$ cat config.mk
export PLATFORM = sky130hd
export DESIGN_NAME = instruction_fetch
export DESIGN_NICKNAME = d
export VERILOG_FILES = /design/src/rtl/instruction_fetch.sv
export SDC_FILE = /design/constraint.sdc
export NUM_CORES = 1
export LEC_CHECK = 0
export CAP_MARGIN = 25
export CORE_ASPECT_RATIO = 1.5
export CORE_MARGIN = 2
export CORE_UTILIZATION = 50
export CTS_CLUSTER_SIZE = 40
export DETAILED_ROUTE_END_ITERATION = 16
export GPL_ROUTABILITY_DRIVEN = 1
export GPL_TIMING_DRIVEN = 0
export PLACE_DENSITY = 0.88
export SYNTH_ARGS = -nofsm -noshare
export SYNTH_HDL_FRONTEND = slang
export SYNTH_SLANG_ARGS = --single-unit
$ cat constraint.sdc
create_clock -name clk -period 3.12 [get_ports clk]
set_input_delay 0.78 -clock clk [delete_from_list [all_inputs] [get_ports clk]]
set_output_delay 0.78 -clock clk [all_outputs]
set_load 0.02 [all_outputs]
$ cat src/rtl/instruction_fetch.sv
// Fetch stage: holds the architectural PC and issues one instruction-memory read
// per fetch phase over a req/ack handshake, presenting the word and its address to decode.
module instruction_fetch #(
  parameter int unsigned      XLEN         = 32,
  parameter logic [XLEN-1:0]  RESET_VECTOR = '0,
  parameter logic [31:0]      NOP_INST     = 32'h0000_0013
) (
  input  logic            clk,
  input  logic            rst_n,
  input  logic            phase_fetch,
  input  logic            phase_writeback,
  input  logic            jump_state,
  input  logic [XLEN-1:0] next_pc,
  output logic            imem_req,
  output logic [XLEN-1:0] imem_addr,
  input  logic            imem_ack,
  input  logic [31:0]     imem_rdata,
  output logic [31:0]     inst,
  output logic [XLEN-1:0] curr_pc_fd,
  output logic            stall_fetch
);

  typedef enum logic {IDLE, WAIT} state_t;

  state_t          r_state;
  logic [XLEN-1:0] r_pc;
  logic [XLEN-1:0] r_pend;
  logic            r_pend_valid;
  logic            r_imem_req;
  logic [XLEN-1:0] r_imem_addr;
  logic [31:0]     r_inst;
  logic [XLEN-1:0] r_curr_pc_fd;

  logic [XLEN-1:0] w_jump_target;
  logic [XLEN-1:0] w_target;

  // Jump targets are forced word-aligned; misaligned low bits are silently dropped.
  assign w_jump_target = next_pc & ~XLEN'(3);
  assign w_target      = jump_state ? w_jump_target : r_pc + XLEN'(4);

  always_ff @(posedge clk or negedge rst_n) begin
    if (!rst_n) begin
      r_state      <= IDLE;
      r_pc         <= RESET_VECTOR;
      r_pend       <= RESET_VECTOR;
      r_pend_valid <= 1'b0;
      r_imem_req   <= 1'b0;
      r_imem_addr  <= RESET_VECTOR;
      r_inst       <= NOP_INST;
      r_curr_pc_fd <= RESET_VECTOR;
    end else begin
      case (r_state)
        IDLE: begin
          if (phase_fetch) begin
            r_imem_req  <= 1'b1;
            r_imem_addr <= r_pc;
            r_state     <= WAIT;
          end
          if (phase_writeback) begin
            r_pc <= w_target;
          end
        end
        WAIT: begin
          if (imem_ack) begin
            r_inst       <= imem_rdata;
            r_curr_pc_fd <= r_imem_addr;
            r_imem_req   <= 1'b0;
            r_state      <= IDLE;
            r_pend_valid <= 1'b0;
            // A writeback on the ack edge itself wins over any older pending target.
            if (phase_writeback) begin
              r_pc <= w_target;
            end else if (r_pend_valid) begin
              r_pc <= r_pend;
            end
          end else if (phase_writeback) begin
            r_pend       <= w_target;
            r_pend_valid <= 1'b1;
          end
        end
        default: r_state <= IDLE;
      endcase
    end
  end

  assign imem_req    = r_imem_req;
  assign imem_addr   = r_imem_addr;
  assign inst        = r_inst;
  assign curr_pc_fd  = r_curr_pc_fd;
  assign stall_fetch = (r_state == WAIT);

endmodule

==> implementation parameters <==
Parameter                              Value

STA
  Max-slew headroom at the worst pin    37.8%
  Number of endpoints failing setup at the final stage    0
  Final hold vios    0
  Final critical path time including I/O delays and setup    approximately 3 ns
  Slew at the pin closest to its max-slew limit    0.924 ns
  Final Cycle Share    ~96%
  Maximum clock frequency    roughly 330 MHz
  Final Skew    around 0.011 ns
  Worst hold margin    0.276 ns
  Pins Over Slew Limit    0
  Setup repair after global routing missed its margin    no

GRT
  Total congestion overflow    0
  Number of global-route vias before repair    between 6k and 7k
  Largest net degree at the start of global routing    approximately 110
  Wire length of the first global-routing pass    ~32000 µm
  Total global-route track usage    26.4%
  Number of antenna violations at the first check in global routing    0

Finish
  Fraction of final layout cells with drive strength greater than 1    between 10% and 20%
  Net count reported at finish    approximately 920
  Inserted Diodes    0
  Area grow syn2layout    35.1%
  Cell area after layout    between 9000 and 10000 µm²
  Finished Layout Cells    about 1.1k
  Fraction of the core area covered by cells at the end of the flow    between 60 and 70%
  Filler cell count in the final layout    1060

Critical path
  Critical register-to-register path endpoint    r_pc[28]$_DFFE_PN0P_
  Maximum net fanout on the critical path    10
  Worst Setup End Kind    flop
  Kind of start point of the critical path    input pin
  R2R cell count    7
  Critical register-to-register path startpoint    r_pc[2]$_DFFE_PN0P_
  Setup slack of the worst register-to-register path    0.44 ns
  Critical path data required time    about 3.5 ns
  Signal arrival time at the worst endpoint    3.33 ns
  WS Path Type    in -> reg

Synth
  Average instance area after synthesis    roughly 11 µm²
  Synth Register Bits    163
  Gate count of the mapped netlist    between 600 and 700
  Post-synthesis cell area    between 7000 and 8000 µm²
  Top area cells in the synthesized netlist    sky130_fd_sc_hd__dfrtp_1, sky130_fd_sc_hd__mux2_2, sky130_fd_sc_hd__nand2_1, sky130_fd_sc_hd__o21ai_0, sky130_fd_sc_hd__a21oi_1
  Post-synth ARST share    100%
  Yosys warnings    0
  Post-synthesis cell type with the largest combined area    sky130_fd_sc_hd__dfrtp_1
  Cell with the most instances after synthesis    sky130_fd_sc_hd__dfrtp_1
  Synth Net Count    between 700 and 800
  Top cells by instance count after synthesis    sky130_fd_sc_hd__dfrtp_1, sky130_fd_sc_hd__mux2_2, sky130_fd_sc_hd__nand2_1
  Sequential area share after synthesis    a little under three fifths
  Most common flop cell mapped by yosys    sky130_fd_sc_hd__dfrtp_1
  Post-synth cell types    46
  Count of flip-flops with a built-in enable after synthesis    0
  Synth top area share    a little over half

CTS
  Num CTS Buffers    17
  Setup Fix Bufs, Post-CTS    0
  Root buffer cell    sky130_fd_sc_hd__clkbuf_16
  Clock sink count    between 150 and 200
  Clock slew at the register clock pins of the worst setup and hold paths    0.07 ns
  CTS tree    yes
  # H-tree levels    4
  Maximum buffer depth of the clock tree    2
  Cts repair resizes    0
  Worst-skew pair later-pin latency    0.42 ns
  CTS Hold Buffers Added    0

Route
  Drt initial violations    between 500 and 600
  Remaining DRCs    0
  Antenna-violating nets left    0
  Post-detailed-route via-to-cell ratio    5.86
  Iteration count of the initial detailed-routing pass    6
  Routed wire per std cell    19.2 µm
  Wire length after detailed routing    20400 µm
  Vias    between 6k and 7k

Power
  Static Leakage    roughly 4.2 nW
  Power Density    slightly below 900 nW/µm²
  Worst vdd rail ir drop    around 0.36 mV
  Post-layout total power    slightly below 9 mW

Placed design
  Placement-stage cell area    9300 µm²
  Weighted congestion reported at the end of routability-driven placement    approximately 0.98
  Post-Place Cells    ~1k
  Total half-perimeter wirelength after legalization and detailed placement    14400 µm
  Port buffer count    roughly 170

Min path
  Worst hold path type    in -> async

Floorplanning
  Number of ports placed on the die boundary    around 170
  Horizontal die dimension    a little over 100 µm
  Effective utilization at floorplan    50.9%
  Placeable core area    about 14000 µm²
  Area of the die    15700 µm²
  Number of rows created at floorplan    54
  Overall die height    between 150 and 200 µm

Run status
  Run status    finished clean

Run
  Number of violations of the max-capacitance limit    0
-- where the power goes --
group / leakage [nW] / internal, mW / total, mW / switching (mW)
Sequential: 2.01 / 2.83 / 3.37 / 0.534
Clock: 0.310 / 1.45 / 2.29 / 0.844
Combinational: 1.86 / 1.50 / 3.02 / 1.53
Total: 4.18 / 5.78 / 8.68 / 2.90
-- worst max-delay path, cell delays in order --
cell and delay (ns):
sky130_fd_sc_hd__clkdlybuf4s50_1 0.52, sky130_fd_sc_hd__clkbuf_1 0.36, sky130_fd_sc_hd__clkbuf_1 0.56, sky130_fd_sc_hd__clkbuf_1 0.56, sky130_fd_sc_hd__nand2_1 0.20, sky130_fd_sc_hd__nand2_1 0.12, sky130_fd_sc_hd__a21oi_1 0.05, sky130_fd_sc_hd__o2bb2ai_1 0.16
-- cells in the final DEF, fill, tap and decap left out, types with 14 or more instances in the layout --
master                            Yosys  final
sky130_fd_sc_hd__mux2_2              88     88
sky130_fd_sc_hd__nor2_1              16     16
sky130_fd_sc_hd__clkbuf_1            43     46
sky130_fd_sc_hd__nand3_1             14     14
sky130_fd_sc_hd__clkdlybuf4s50_1      0    164
sky130_fd_sc_hd__dfrtp_1            160    160
sky130_fd_sc_hd__xnor2_1             14     14
sky130_fd_sc_hd__nand2_1             77     77
sky130_fd_sc_hd__clkbuf_16            0     17
sky130_fd_sc_hd__o21ai_0             54     54
sky130_fd_sc_hd__o31ai_1             14     14
sky130_fd_sc_hd__nand2b_1            14     14
sky130_fd_sc_hd__a21oi_1             33     33
sky130_fd_sc_hd__and3_1              14     14
-- area by class of cell --
| class | count | area (µm²) | area share [%] |
|---|---|---|---|
| buffer | 49 | 188 | 1.89 |
| clock buffer | 21 | 450 | 4.53 |
| clock inverter | 11 | 199 | 2.00 |
| inverter | 13 | 48.8 | 0.490 |
| multi-input combinational | 442 | 3050 | 30.6 |
| sequential | 163 | 4080 | 41.0 |
| tap | 196 | 245 | 2.46 |
| timing repair buffer | 167 | 1690 | 17.0 |
-- logic make-up after synthesis --
logic type / after synthesis / synth area share, %
simple gates: 184 / 12.5
flops: 163 / 55.4
compound gates: 143 / 12.0
mux: 97 / 14.7
buf+inv: 62 / 3.21
xor+xnor: 17 / 2.02
fa+ha+maj: 1 / 0.170
-- flip-flops by register name, summed over array words and instances (netlist names) --
register / cells
curr_pc_fd: 32
imem_addr: 32
inst: 32
r_pc: 32
r_pend: 32
imem_req: 1
r_pend_valid: 1
stall_fetch: 1
-- worst max-delay path by stage --
| stage | start | to | slack [ns] | depth (start not counted) |
|---|---|---|---|---|
| 3_5_place_dp | jump_state | r_pc[15]$_DFFE_PN0P_ | -0.14 | 8 |
| 6_report | jump_state | r_pc[15]$_DFFE_PN0P_ | 0.12 | 8 |
| 3_3_place_gp | rst_n | inst[28]$_DFFE_PN0P_ | -5.27 | 1 |
| 2_1_floorplan | r_pc[2]$_DFFE_PN0P_ | r_pc[28]$_DFFE_PN0P_ | 0.78 | 7 |
| 5_1_grt | jump_state | r_pc[15]$_DFFE_PN0P_ | 0.15 | 8 |
| 4_1_cts | jump_state | r_pc[15]$_DFFE_PN0P_ | 0.24 | 8 |
-- metrics by stage --
stage               worst slack (ns)  setup TNS, ns
finish                         0.121              0
global route                   0.151              0
CTS                            0.242              0
detailed placement            -0.136          -1.58
global placement               -5.27        -851.80
floorplan                      0.780              0
-- metal layers --
metal	part of all wire (%)	wire length, µm	vias up	GRT usage, %
met1	37	7470	3001	30.8
li1	-	-	2762	-
met4	5.6	1150	0	14.9
met2	50	10300	362	44.6
met5	0	0	-	0
met3	7.4	1510	97	4.95
(Power assumes the default switching activity.)
